===== src/rtl/crypto_pkg.sv =====
// Shared register-bank geometry and arbitration state encoding for the crypto datapath.
package crypto_pkg;

  localparam int unsigned REG_ADDR_W = 3;
  localparam int unsigned REG_DATA_W = 16;
  localparam int unsigned NUM_REGS   = 8;

  typedef enum logic [1:0] {
    IDLE   = 2'd0,
    GRANT  = 2'd1,
    LOCKED = 2'd2
  } arb_state_t;

endpackage


===== src/rtl/rr_arbiter.sv =====
// Combinational round-robin arbiter: first eligible requester at or after pointer wins.
module rr_arbiter #(
  parameter int unsigned N_REQ = 3,
  parameter int unsigned PTR_W = (N_REQ > 1) ? $clog2(N_REQ) : 1
) (
  input  logic [N_REQ-1:0] req,
  input  logic [N_REQ-1:0] mask,
  input  logic [PTR_W-1:0] pointer,
  output logic [N_REQ-1:0] gnt,
  output logic [PTR_W-1:0] gnt_idx,
  output logic             any_gnt
);

  logic [N_REQ-1:0] eligible;
  int unsigned      idx;

  always_comb begin
    eligible = req & mask;
    gnt      = '0;
    gnt_idx  = '0;
    any_gnt  = 1'b0;
    idx      = 0;
    for (int unsigned i = 0; i < N_REQ; i++) begin
      idx = 32'(pointer) + i;
      if (idx >= N_REQ) idx = idx - N_REQ;
      if (!any_gnt && eligible[PTR_W'(idx)]) begin
        any_gnt = 1'b1;
        gnt_idx = PTR_W'(idx);
      end
    end
    if (any_gnt) gnt[gnt_idx] = 1'b1;
  end

endmodule


===== src/rtl/reg_bank_arbiter.sv =====
// Shares the single-port 8x16 register bank among N_REQ requesters with round-robin
// grant, bounded lock for bursts, and a 1-cycle tagged read-response path.
module reg_bank_arbiter
  import crypto_pkg::*;
#(
  parameter int unsigned N_REQ    = 3,
  parameter int unsigned ADDR_W   = REG_ADDR_W,
  parameter int unsigned DATA_W   = REG_DATA_W,
  parameter int unsigned MAX_LOCK = 8
) (
  input  logic                      clk,
  input  logic                      rst_n,
  input  logic [N_REQ-1:0]          req,
  input  logic [N_REQ-1:0]          we,
  input  logic [N_REQ*ADDR_W-1:0]   addr,
  input  logic [N_REQ*DATA_W-1:0]   wdata,
  input  logic [N_REQ-1:0]          lock,
  output logic [N_REQ-1:0]          gnt,
  output logic [N_REQ-1:0]          rd_valid,
  output logic [DATA_W-1:0]         rd_data,
  output logic [ADDR_W-1:0]         bank_address_1,
  output logic [ADDR_W-1:0]         bank_address,
  output logic [DATA_W-1:0]         bank_data,
  output logic                      bank_rw,
  input  logic [DATA_W-1:0]         bank_rdata
);

  localparam int unsigned PTR_W = (N_REQ > 1) ? $clog2(N_REQ) : 1;
  localparam int unsigned CNT_W = $clog2(MAX_LOCK + 1);

  arb_state_t        state_q, state_d;
  logic [PTR_W-1:0]  ptr_q, ptr_d;
  logic [PTR_W-1:0]  owner_q, owner_d;
  logic [CNT_W-1:0]  cnt_q, cnt_d;
  logic [N_REQ-1:0]  rd_valid_q, rd_valid_d;

  logic [N_REQ-1:0]  owner_bit;
  logic              owner_hold;
  logic              lock_expired;
  logic [N_REQ-1:0]  arb_mask;
  logic [N_REQ-1:0]  arb_gnt;
  logic [PTR_W-1:0]  arb_idx;
  logic              arb_any;

  logic              win_valid;
  logic [PTR_W-1:0]  win_idx;
  logic [N_REQ-1:0]  win_onehot;

  logic [ADDR_W-1:0] addr_a  [N_REQ];
  logic [DATA_W-1:0] wdata_a [N_REQ];

  for (genvar i = 0; i < N_REQ; i++) begin : g_unpack
    assign addr_a[i]  = addr[i*ADDR_W +: ADDR_W];
    assign wdata_a[i] = wdata[i*DATA_W +: DATA_W];
  end

  assign owner_bit    = N_REQ'(1) << owner_q;
  assign owner_hold   = (state_q == LOCKED) && req[owner_q] && lock[owner_q];
  assign lock_expired = (cnt_q == CNT_W'(MAX_LOCK));

  // On forced release the owner sits out this round unless it is the only requester.
  assign arb_mask = (owner_hold && |(req & ~owner_bit)) ? ~owner_bit : '1;

  rr_arbiter #(
    .N_REQ (N_REQ),
    .PTR_W (PTR_W)
  ) u_rr (
    .req     (req),
    .mask    (arb_mask),
    .pointer (ptr_q),
    .gnt     (arb_gnt),
    .gnt_idx (arb_idx),
    .any_gnt (arb_any)
  );

  // Ownership FSM, lock counter and round-robin pointer.
  always_comb begin
    state_d    = state_q;
    ptr_d      = ptr_q;
    owner_d    = owner_q;
    cnt_d      = cnt_q;
    win_valid  = 1'b0;
    win_idx    = owner_q;
    win_onehot = owner_bit;
    if (owner_hold && !lock_expired) begin
      win_valid = 1'b1;
      cnt_d     = cnt_q + CNT_W'(1);
    end else begin
      win_valid  = arb_any;
      win_idx    = arb_idx;
      win_onehot = arb_gnt;
      state_d    = arb_any ? GRANT : IDLE;
      cnt_d      = '0;
      if (arb_any) begin
        ptr_d = (arb_idx == PTR_W'(N_REQ - 1)) ? '0 : arb_idx + PTR_W'(1);
        if (lock[arb_idx] && !owner_hold) begin
          state_d = LOCKED;
          owner_d = arb_idx;
          cnt_d   = CNT_W'(1);
        end
      end
    end
  end

  // Grant and bank drive are combinational in the request cycle and forced idle in reset.
  always_comb begin
    gnt            = '0;
    bank_rw        = 1'b0;
    bank_address_1 = '0;
    bank_address   = '0;
    bank_data      = '0;
    rd_valid_d     = '0;
    if (rst_n && win_valid) begin
      gnt = win_onehot;
      if (we[win_idx]) begin
        bank_rw      = 1'b1;
        bank_address = addr_a[win_idx];
        bank_data    = wdata_a[win_idx];
      end else begin
        bank_address_1 = addr_a[win_idx];
        rd_valid_d     = win_onehot;
      end
    end
  end

  always_ff @(posedge clk or negedge rst_n) begin
    if (!rst_n) begin
      state_q    <= IDLE;
      ptr_q      <= '0;
      owner_q    <= '0;
      cnt_q      <= '0;
      rd_valid_q <= '0;
    end else begin
      state_q    <= state_d;
      ptr_q      <= ptr_d;
      owner_q    <= owner_d;
      cnt_q      <= cnt_d;
      rd_valid_q <= rd_valid_d;
    end
  end

  assign rd_valid = rd_valid_q;
  assign rd_data  = bank_rdata;

endmodule


===== config.mk =====
export PLATFORM = sky130hd
export DESIGN_NAME = reg_bank_arbiter
export DESIGN_NICKNAME = d
export VERILOG_FILES = /design/src/rtl/crypto_pkg.sv /design/src/rtl/rr_arbiter.sv /design/src/rtl/reg_bank_arbiter.sv
export SDC_FILE = /design/constraint.sdc
export NUM_CORES = 1
export LEC_CHECK = 0
export ABC_CLOCK_PERIOD_IN_PS = 9300
export BUFFER_PORTS_ARGS = -buffer_cell sky130_fd_sc_hd__buf_2
export CAP_MARGIN = 20
export CORE_ASPECT_RATIO = 1.25
export CORE_MARGIN = 3
export CORE_UTILIZATION = 43
export DETAILED_ROUTE_END_ITERATION = 8
export GPL_TIMING_DRIVEN = 0
export PLACE_DENSITY = 0.86
export SYNTH_ARGS = -nofsm -noshare
export SYNTH_HDL_FRONTEND = slang
export SYNTH_SLANG_ARGS = --single-unit

===== constraint.sdc =====
create_clock -name clk -period 9.3 [get_ports clk]
set_input_delay 1.395 -clock clk [delete_from_list [all_inputs] [get_ports clk]]
set_output_delay 1.395 -clock clk [all_outputs]
set_load 0.01 [all_outputs]

== Yosys cells after proc, flatten, opt, wreduce, memory -nomap -nowiden ==
Index checks and enable logic that the tools add are counted.

* Word-level logic and storage cells: 102
* Output and inout bits: 45
* Flip-flop bits (word level): 13

* Reduce and logical (&&, ||, !) cells: 16
* Equality and inequality tests: 3
* Multiplexer cells: 54
* Shift-type cells: 1
* Add/subtract/negate cells: 7
* Bitwise gates (word level): 5
* Magnitude comparators: 11

{| class="wikitable"
|+ Operators with widths
! kind !! count
|-
| two-way mux 16 bit || 4
|-
| two-way mux 3 bit || 12
|-
| binary-select mux 16 bit (select 2 bit) || 1
|-
| two-way mux 2 bit || 10
|-
| < comparator 2 x 3 -> 1 bit, second input constant || 6
|-
| two-way mux 1 bit || 17
|-
| binary-select mux 1 bit (select 2 bit) || 7
|-
| logical AND 1 bit || 9
|-
| bitwise AND 3 bit || 2
|-
| binary-select mux 3 bit (select 2 bit) || 1
|-
| >= comparator 3 x 2 -> 1 bit, second input constant || 2
|-
| subtractor 2 bit, second input constant || 3
|-
| adder 4 x 1 -> 4 bit, second input constant || 1
|-
| == test 2 bit, second input constant || 2
|-
| == test 4 bit, second input constant || 1
|-
| zero test 1 bit || 4
|-
| two-way mux 4 bit || 1
|-
| adder 2 x 1 -> 3 bit, second input constant || 1
|-
| adder 2 x 2 -> 3 bit, second input constant || 1
|-
| >= comparator 3 bit, second input constant || 1
|-
| NOT 2 -> 3 bit || 1
|-
| NOT 3 bit || 1
|-
| AND reduction 3 bit || 1
|-
| OR reduction 3 bit || 1
|-
| other kinds (7) || 7
|}

== Longest topological paths before layout ==
Gate-level depths: netlist (run 1).

* Depth after elaboration: 24
* Mapped depth: 10

== Hierarchy ==
A second synthesis (run 1) with hierarchy kept.

* Cells, all modules: 343
* Area, all modules: 2504.9 µm²

{| class="wikitable"
|+ Modules (own cells, without submodules)
! module !! area each (µm²) !! cells an instance !! seq. area each (µm²) !! times used
|-
| reg_bank_arbiter || 2257.2 || 306 || 325.3 || 1
|-
| rr_arbiter || 247.7 || 37 || 0.0 || 1
|}

== Least setup slack after synthesis (run 1) ==
OpenSTA, ideal clock, no wires.

* Kind: input to output
* From: in req[2]
* To: out bank_data[10]
* Slack: 4349 ps
* Data arrival time: 3556 ps
* Path buffers: 1
* Stages on the path: 8
* Required time: 7905 ps
* Cells stage by stage: or3_1 -> a31oi_2 -> o311ai_1 -> o31a_1 -> o221a_1 -> or3_1 -> buf_2 -> a211oi_2

* Cells in the longest elaborated chain, start to end: 23
* Elaborated cells on any way between the ends: 37

{| class="wikitable"
|+ Ends and longest elaborated chain
! element !! RTL line !! source
|-
| start: declaration || reg_bank_arbiter.sv:13 || <nowiki>input logic [N_REQ-1:0] req,</nowiki>
|-
| binary-select mux 1 bit (select 2 bit) || reg_bank_arbiter.sv:58 || <nowiki>assign owner_hold = (state_q == LOCKED) && req[owner_q] && lock[owner_q];</nowiki>
|-
| two-way mux 1 bit (implied by the code) || reg_bank_arbiter.sv:58 ||
|-
| logical AND 1 bit (2 in series) || reg_bank_arbiter.sv:58 ||
|-
| logical AND 1 bit || reg_bank_arbiter.sv:62 || <nowiki>assign arb_mask = (owner_hold && |(req & ~owner_bit)) ? ~owner_bit : '1;</nowiki>
|-
| two-way mux 3 bit || reg_bank_arbiter.sv:62 ||
|-
| bitwise AND 3 bit || rr_arbiter.sv:18 || <nowiki>eligible = req & mask;</nowiki>
|-
| binary-select mux 1 bit (select 2 bit) || rr_arbiter.sv:26 || <nowiki>if (!any_gnt && eligible[PTR_W'(idx)]) begin</nowiki>
|-
| two-way mux 1 bit (implied by the code) || rr_arbiter.sv:26 ||
|-
| [5 not listed] || n/a ||
|-
| logical AND 1 bit || rr_arbiter.sv:26 ||
|-
| two-way mux 2 bit || rr_arbiter.sv:26 ||
|-
| two-way mux 2 bit || reg_bank_arbiter.sv:85 || <nowiki>if (owner_hold && !lock_expired) begin</nowiki>
|-
| NOT 2 -> 3 bit (implied by the code) || reg_bank_arbiter.sv:118 || <nowiki>bank_data = wdata_a[win_idx];</nowiki>
|-
| binary-select mux 16 bit (select 2 bit) || reg_bank_arbiter.sv:118 ||
|-
| two-way mux 16 bit (implied by the code) (2 in series) || reg_bank_arbiter.sv:118 ||
|-
| two-way mux 16 bit || reg_bank_arbiter.sv:115 || <nowiki>if (we[win_idx]) begin</nowiki>
|-
| two-way mux 16 bit (*) || reg_bank_arbiter.sv:113 || <nowiki>if (rst_n && win_valid) begin</nowiki>
|-
| end: declaration || reg_bank_arbiter.sv:23 || <nowiki>output logic [DATA_W-1:0] bank_data,</nowiki>
|}

Mark *: on every way between the ends. The rest lies on a longest branch, timed or not. The select of a mux whose other input is x is not followed.

== Final worst setup path (run 1) ==
Same ends and word-level chain as after synthesis.

==> flow_summary.toml, run 1 <==
[synth]
ys_ff_latch = 13
netlist_instances = 199
synth_common_cells = "37 x nor2_1, 17 x buf_4, 16 x a211oi_2, 16 x mux2i_1, 14 x nand2_1"
synth_area_um2 = 1630
syn-num-nets = 287
yosys_warnings = 0
ys_top_cells_by_area = "dfrtp_1 20%, a211oi_2 12%, mux2i_1 9.8%"
yosysTopAreaCell = "dfrtp_1"
yosysSeqAreaShare_pct = 20.0
yosysMostFrequentCell = "nor2_1"
syn_avg_cell_area_um2 = 8.17
async_flop_share_pct = 100
synth_edf_count = 0
synth.distinct_cells = 52
synth_top_area_share_pct = 20.0
synthFlopType = "dfrtp_1"

[die]
die_w_um = 61.0
die_y_um = 74.8
core_um2 = 3570
row_count = 24
pin_count = 129
die_area_um2 = 4560
initial_core_util_pct = 45.5

[sta]
rsz0062_at_grt = "no"
finalHoldViolations = 0
slew_headroom_pct = 53.9
setup_viol = 0
min_period_ns = 5.56
fmax_mhz = 180
slew_viol_final = 0
fin_crit_sh_pct = 59.8
tightest_slew_ns = 0.680
setup_tns_ns = 0
fin_skew_ns = 0.00344

[setup_path]
worst_ep_required_time_ns = 7.91
timing.rr.start = "owner_q[1]"
reg2reg_depth = 8
worstPathArrival_ns = 4.16
r2r_slack_ns = 6.32
path_max_fanout = 10
worstSetupEndpointType = "output pin"
worst-setup-path-type = "in2out"
cp-start-kind = "primary input"
rr_endpoint = "rd_valid[2]"

[clock_tree]
cts.sinks = 13
htree_levels = 1
postCtsSetupRepairBufs = 0
cts.repair.resized = 0
cts_max_path_buffers = 2
hold_buffers = 0
cts_root_buf = "clkbuf_8"
clk_pin_slew_worst_paths_ns = 0.05
clk_latency_ns = 0.24
cts_made_buffers = 3
cts_tree = "built"

[grt]
grtUsageTotal_pct = 22.1
grt_pass1_vias = 1814
antenna_found_initial = 0
grt_pass1_wl_um = 7890
grt-ovfl-total = 0
grt_max_degree = 15

[finish]
fillers = 324
area_growth_pct = 40.2
regArea_um2 = 325
multi_input_area_um2 = 1100
drive_above_1_share_pct = 51.4
nets = 404
diodes = 0

[power_and_ir_drop]
power_mw = 0.587
p_sw_mw = 0.293
irDropWorstVdd_v = 0.000193
p_leak_nw = 1.27
p_seq_share_pct = 15.2
internal_power_mw = 0.294
p_clk_share_pct = 8.1
powerDensity_nw_per_um2 = 257
p_comb_share_pct = 76.7
p_sw_share_pct = 50.0

[drt]
ant_nets = 0
drt_wl_total_um = 5170
num_vias = 1934
wl_per_cell_um = 14.6
drcViolationCount = 0
drt_iter0_markers = 120
viasPerCell = 5.46
dr.pass1.iters = 4

[run]
max_cap_violations = 0

[outcome]
run_status = "complete, no violations"

[hold_path]
worstHoldStart = "ptr_q[0]"
holdPathStages = 2
hold_path_class = "reg2reg"
hold_path_end = "ptr_q[0]"

[place]
hpwlAfterDp_um = 4440
port-buffer-count = 112
place.gp.congestion = 0.905
-- state kept, by name (all words and copies together), names as in the netlist --
| name | flops |
|---|---|
| cnt_q | 4 |
| rd_valid | 3 |
| owner_q | 2 |
| ptr_q | 2 |
| state_q | 2 |
-- power by group through the flow --
stage	combinational, mW	clock (mW)	sequential, mW
floorplan	0.327	0	0.0881
global placement	0.440	0	0.0883
detailed placement	0.448	0	0.0897
CTS	0.451	0.0486	0.0889
global route	0.496	0.0514	0.0932
finish	0.451	0.0475	0.0893
-- layer usage --
| layer | global-route usage (%) | wire (um) | share of wire (%) | vias up |
|---|---|---|---|---|
| met2 | 39.8 | 2730 | 53 | 78 |
| met1 | 26.5 | 1990 | 38 | 905 |
| met4 | 3.86 | 41 | 0.79 | 0 |
| met5 | 0 | 0 | 0 | - |
| met3 | 5.49 | 405 | 7.8 | 4 |
| li1 | - | - | - | 947 |
-- through the flow --
stage	util [%]	setup slack [ns]	instance area, um^2	hold WS, ns	instances
after floorplan	-	4.35	1630	0.476	199
after global placement	62.6	3.81	2240	0.492	350
after detailed placement	62.6	3.75	2240	0.516	350
after CTS	63.8	3.73	2280	0.527	354
after global routing	63.8	3.47	2280	0.550	354
final	63.8	3.74	2280	0.519	354
-- kinds of logic (layout without fill, tap and decap cells) --
family	Yosys count	in the layout	share of synthesized area, %
and+or+nand+nor	74	74	20.8
adders and majority gates	4	4	3.08
buffers and inverters	36	152	12.5
DFF	13	13	20.0
muxes	18	18	11.2
AOI/OAI and AO/OA	52	52	31.2
xor gates and xnor gates	2	2	1.08
-- worst max-delay path, stage by stage --
cell	delay (ns)
buf_2	0.13
nand3b_1	0.12
a2111oi_2	0.65
and2_0	0.20
clkbuf_1	0.22
or3_1	0.15
o2111ai_1	0.25
or3_1	0.47
buf_2	0.22
a211oi_2	0.18
buf_2	0.16
-- layout make-up --
type                       instances  share of cell area [%]
inverter                          10                    1.65
timing repair buffer             112                    24.6
buffer                            26                    7.30
sequential                        13                    14.3
tap                               39                    2.14
multi-input combinational        150                    48.1
clock buffer                       4                    1.97
-- worst max-delay path by stage --
| stage | startpoint | endpoint | slack (ns) | cells past startpoint |
|---|---|---|---|---|
| 2_1_floorplan | req[2] | bank_data[10] | 4.35 | 8 |
| 3_3_place_gp | req[2] | bank_data[10] | 3.81 | 11 |
| 3_5_place_dp | req[2] | bank_data[10] | 3.75 | 11 |
| 4_1_cts | req[2] | bank_data[10] | 3.73 | 11 |
| 5_1_grt | req[2] | bank_data[10] | 3.47 | 11 |
| 6_report | req[2] | bank_data[10] | 3.74 | 11 |
-- layout by cell type (no fill, tap or decap), types with 2 or more instances in the layout --
| master | synthesis | routed |
|---|---|---|
| clkbuf_1 | 4 | 5 |
| buf_4 | 17 | 17 |
| mux2_2 | 2 | 2 |
| a21boi_1 | 2 | 2 |
| o31ai_1 | 2 | 2 |
| ha_1 | 4 | 4 |
| a31o_2 | 3 | 3 |
| nand3_1 | 3 | 3 |
| a211oi_2 | 16 | 16 |
| nor3_1 | 2 | 2 |
| nor2_1 | 37 | 37 |
| a211oi_1 | 3 | 3 |
| o21ai_0 | 3 | 3 |
| dfrtp_1 | 13 | 13 |
| a22oi_1 | 2 | 2 |
| or3_1 | 5 | 5 |
| inv_1 | 9 | 9 |
| mux2i_1 | 16 | 16 |
| clkbuf_8 | 0 | 3 |
| nand2_1 | 14 | 14 |
| nand3b_1 | 2 | 2 |
| nand4_1 | 2 | 2 |
| o31a_1 | 2 | 2 |
| and3_1 | 2 | 2 |
| a2111o_1 | 2 | 2 |
| buf_2 | 4 | 116 |
| a21oi_1 | 2 | 2 |
Power figures use the tool's default switching activity.
==> inputs of run 2 (changes only) <==
Settings changed: ABC_CLOCK_PERIOD_IN_PS 9300 to 5100, CORE_UTILIZATION 43 to 36, PLACE_DENSITY 0.86 to 0.76.
Clock period 9.3 ns to 5.1 ns, I/O delays scaled along.
==> flow_summary.toml, run 2 (synthesis results as in run 1) <==
[die]
die_w_um = 66.1
pin_count = 129
core_um2 = 4230
initial_core_util_pct = 38.5
row_count = 26
die_area_um2 = 5370
die_y_um = 81.2

[sta]
setup_viol = 0
rsz0062_at_grt = "no"
fin_crit_sh_pct = 82.4
slew_headroom_pct = 51.4
layout_setup_ws_ns = 0.897
min_period_ns = 4.20
setup_tns_ns = 0
tightest_slew_ns = 0.717
finalHoldViolations = 0
fmax_mhz = 238
fin_hold_ws_ns = 0.408
slew_viol_final = 0
fin_skew_ns = 0.00256

[setup_path]
cp-start-kind = "primary input"
cp_slowest_cell = "or3_1"
r2r_slack_ns = 2.08
worstSetupEndpointType = "output pin"
path_max_fanout = 10
cpPeakStageDelay_ns = 0.38
worst-setup-path-type = "in2out"
worstPathArrival_ns = 3.44
crit_top_cell = "buf_2"
worst_ep_required_time_ns = 4.34
cp_cell_sequence = "buf_2, or3_1, a31oi_2, o311ai_1, o31a_1, o221a_1, or3_1, buf_2, a211oi_2, buf_2"

[clock_tree]
cts.sinks = 13
hold_buffers = 0
cts_made_buffers = 3
cts_tree = "built"
clk_pin_slew_worst_paths_ns = 0.05
postCtsSetupRepairBufs = 0
cts_max_path_buffers = 2
clk_latency_ns = 0.24
cts.repair.resized = 0
htree_levels = 1
cts_root_buf = "clkbuf_8"

[finish]
drive_above_1_share_pct = 51.7
area_growth_pct = 41.6
nets = 404
design_area_um2 = 2300
final_common_cell = "buf_2"
fin_util_pct = 54.5
final_cells = 371
diodes = 0
final_cell_mix = "116 x buf_2, 37 x nor2_1, 17 x buf_4, 16 x mux2i_1, 16 x a211oi_2"
largest_reg_flops = 4
regMostFlops = "cnt_q"

[place]
dpl_cell_area_um2 = 2260
dp.cells = 367
pre_cts_ws_ns = 0.928
place.gp.congestion = 0.900
hpwlAfterDp_um = 4460
port-buffer-count = 112

[grt]
grt_max_degree = 15
grt_pass1_wl_um = 8140
grtUsageTotal_pct = 18.9
grt_pass1_vias = 1833
grt-ovfl-total = 0
antenna_found_initial = 0

[drt]
drcViolationCount = 0
wl_per_cell_um = 14.2
num_vias = 1894
dr.pass1.iters = 4
ant_nets = 0
drt_iter0_markers = 76
viasPerCell = 5.11
drt_wl_total_um = 5280

[hold_path]
hold_path_class = "in2async"

[power_and_ir_drop]
p_leak_nw = 1.27
powerDensity_nw_per_um2 = 468
power_mw = 1.08
irDropWorstVdd_v = 0.000301

[run]
max_cap_violations = 0

[outcome]
run_status = "complete, no violations"
[run 2: cell type report]
type,count,area (um^2)
buffer,26,166
inverter,10,37.5
sequential,13,325
tap,56,70.1
timing repair buffer,112,561
fill,438,1930
multi-input combinational,150,1100
clock inverter,1,5.00
clock buffer,3,41.3
[run 2: path summary, 6_finish.rpt]
| kind | from | end | cells after the start |
|---|---|---|---|
| worst max-delay path | req[2] | bank_data[11] | 10 |
| worst min register to register | ptr_q[1] | ptr_q[1] | 1 |
| min in group clk | ptr_q[1] | ptr_q[1] | 1 |
| worst max register to register | owner_q[1] | rd_valid[2] | 8 |
| worst min-delay path | rst_n | rd_valid[0] | 1 |
| max in group asynchronous | rst_n | ptr_q[0] | 1 |
[run 2: worst max-delay path, delay by kind of cell]
family	cells	cell delay (ns)
and+or+nand+nor	2	0.75
AOI/OAI and AO/OA	5	1.40
buffers and inverters	3	0.51
[run 2: per-layer routing]
| layer | routed length [um] | global-route usage [%] | up-vias |
|---|---|---|---|
| met5 | 0 | 0 | - |
| met4 | 75 | 5.69 | 0 |
| met3 | 518 | 2.90 | 6 |
| met2 | 2630 | 33.0 | 108 |
| met1 | 2060 | 23.6 | 832 |
| li1 | - | - | 948 |
[run 2: where the power goes]
part           total (mW)  switching (mW)  internal, mW
Clock              0.0891          0.0352        0.0538
Combinational       0.826           0.482         0.344
Sequential          0.162          0.0254         0.137
==> inputs of run 3 (changes only) <==
Settings changed: ABC_AREA from default to 1, ABC_CLOCK_PERIOD_IN_PS 5100 to 4080, CORE_UTILIZATION 36 to 44, PLACE_DENSITY 0.76 to 0.81.
Clock period 5.1 ns to 4.08 ns, I/O delays scaled along.
==> flow_summary.toml, run 3 <==
[outcome]
run_status = "complete, no violations"

[setup_path]
worstPathArrival_ns = 2.74
cp_cell_sequence = "buf_2, nand2_1, nand2_1, nand3_2, nor2_4, nand3_2, nand3_1, nand2_2, nand2_4, inv_4, nor2_8, nand3_4, nand3_4, nand2_4, nand2_2, nand3_1, nand3_2, buf_6, nor2_2, buf_2"
cpPeakStageDelay_ns = 0.18
cp-start-kind = "primary input"
path_max_fanout = 10
worst-setup-path-type = "in2out"
cp.buffers_inverters = 4
rr_endpoint = "rd_valid[0]"
worstSetupEndpointType = "output pin"
r2r_slack_ns = 1.65
worst_ep_required_time_ns = 3.47
crit_top_cell = "nand3_2"
cp_slowest_cell = "buf_6"
timing.rr.start = "owner_q[0]"
crit_family = "simple AND/OR/NAND/NOR gates"
reg2reg_depth = 20

[synth]
synth_area_um2 = 2070
synth_top_area_share_pct = 17.9
netlist_instances = 352
syn-num-nets = 440
yosys_warnings = 0
syn_avg_cell_area_um2 = 5.87
yosysMostFrequentCell = "nand2_1"
ys_ff_latch = 13
yosysTopAreaCell = "nand3_1"
async_flop_share_pct = 100
synth_common_cells = "85 x nand2_1, 74 x nand3_1, 70 x inv_1, 20 x buf_4, 20 x nor2_2"
ys_top_cells_by_area = "nand3_1 18%, dfrtp_1 16%, nand2_1 15%"
synth.distinct_cells = 31
yosysSeqAreaShare_pct = 15.7
synthFlopType = "dfrtp_1"
synth_edf_count = 0

[clock_tree]
cts_root_buf = "clkbuf_8"
cts.sinks = 13
htree_levels = 1
cts_made_buffers = 3
clk_pin_slew_worst_paths_ns = 0.05
hold_buffers = 0
cts_tree = "built"
cts_max_path_buffers = 2
postCtsSetupRepairBufs = 0
cts.repair.resized = 0
clk_latency_ns = 0.24

[sta]
finalHoldViolations = 0
rsz0062_at_grt = "no"
fin_crit_sh_pct = 82.2
fmax_mhz = 298
tightest_slew_ns = 0.426
min_period_ns = 3.36
slew_headroom_pct = 71.6
setup_tns_ns = 0
slew_viol_final = 0
fin_skew_ns = 0.00257
setup_viol = 0
fin_hold_ws_ns = 0.259

[power_and_ir_drop]
powerDensity_nw_per_um2 = 1020
p_leak_nw = 1.80
irDropWorstVdd_v = 0.000520

[finish]
regMostFlops = "cnt_q"
drive_above_1_share_pct = 40.0
final_cells = 526
final_cell_mix = "114 x buf_2, 85 x nand2_1, 74 x nand3_1, 70 x inv_1"
largest_reg_flops = 4
fin_util_pct = 61.6
diodes = 0
area_growth_pct = 32.8
nets = 557
final_common_cell = "buf_2"

[drt]
dr.pass1.iters = 4
wl_per_cell_um = 11.1
drt_iter0_markers = 161
num_vias = 2485
drt_wl_total_um = 5820
drcViolationCount = 0
viasPerCell = 4.72
ant_nets = 0

[place]
dp.cells = 522
hpwlAfterDp_um = 4920
place.gp.congestion = 0.863
port-buffer-count = 112

[run]
max_cap_violations = 0

[die]
die_y_um = 82.6
initial_core_util_pct = 46.4
row_count = 27
pin_count = 129
die_w_um = 67.3
die_area_um2 = 5560
core_um2 = 4460

[grt]
grt-ovfl-total = 0
grt_max_degree = 15
grtUsageTotal_pct = 21.5
grt_pass1_vias = 2268
grt_pass1_wl_um = 9450
antenna_found_initial = 0

[hold_path]
hold_path_class = "in2async"
[run 3: cell count changes in the layout (fill, tap and decap cells not counted), moves of 16 or more]
cell,before,now
a211oi_2,16,0
nor2_1,37,14
mux2i_1,16,0
nand3_1,3,74
nand2_1,14,85
inv_1,9,70
nor2_2,0,20
[run 3: area by class of cell]
type,count,area (um^2)
clock buffer,4,45.0
timing repair buffer,112,561
multi-input combinational,236,1250
tap,58,72.6
inverter,76,288
fill,457,1710
sequential,13,325
buffer,27,201
[run 3: through the flow]
step | area [um^2] | total power, mW | setup WS [ns]
after floorplan | 2070 | 2.09 | 1.27
after global placement | 2700 | 2.65 | 0.742
after detailed placement | 2700 | 2.69 | 0.710
after CTS | 2750 | 2.81 | 0.707
after global routing | 2750 | 3.14 | 0.401
final | 2750 | 2.80 | 0.724
[run 3: logic make-up after synthesis]
group,after synthesis,synth area share [%]
compound gates,11,3.93
buf+inv,103,23.7
fa+ha+maj,4,2.42
xor+xnor,2,0.848
simple gates,219,53.4
flops,13,15.7
[run 3: routing by layer]
layer	vias up	GRT usage [%]	wire length (um)	share of wire, %
met1	1097	23.6	2250	39
met3	4	4.47	402	6.9
met4	0	5.68	35	0.60
met2	88	40.9	3120	54
li1	1296	-	-	-
met5	-	0	0	0
[run 3: worst reg2reg max path: cells and delay by family (launching register included)]
family | cells | cell delay, ns
DFF | 1 | 0.36
and+or+nand+nor | 14 | 1.40
buffers and inverters | 6 | 0.54
[run 3: power breakdown]
group | internal, mW | total, mW | leakage, nW | switching (mW)
sequential | 0.181 | 0.205 | 0.170 | 0.0240
combinational | 0.894 | 2.48 | 1.60 | 1.59
clock | 0.0686 | 0.110 | 0.0228 | 0.0412
[run 3: worst max path at each step]
stage                           from         endpoint  slack [ns]  depth (start not counted)
after floorplan               req[1]  bank_address[0]        1.27                         17
after global placement        req[1]    bank_data[12]        0.74                         19
after detailed placement      req[1]    bank_data[12]        0.71                         19
after CTS                     req[1]    bank_data[12]        0.71                         19
after global routing      owner_q[0]    bank_data[12]        0.40                         20
final                         req[1]     bank_data[6]        0.72                         20
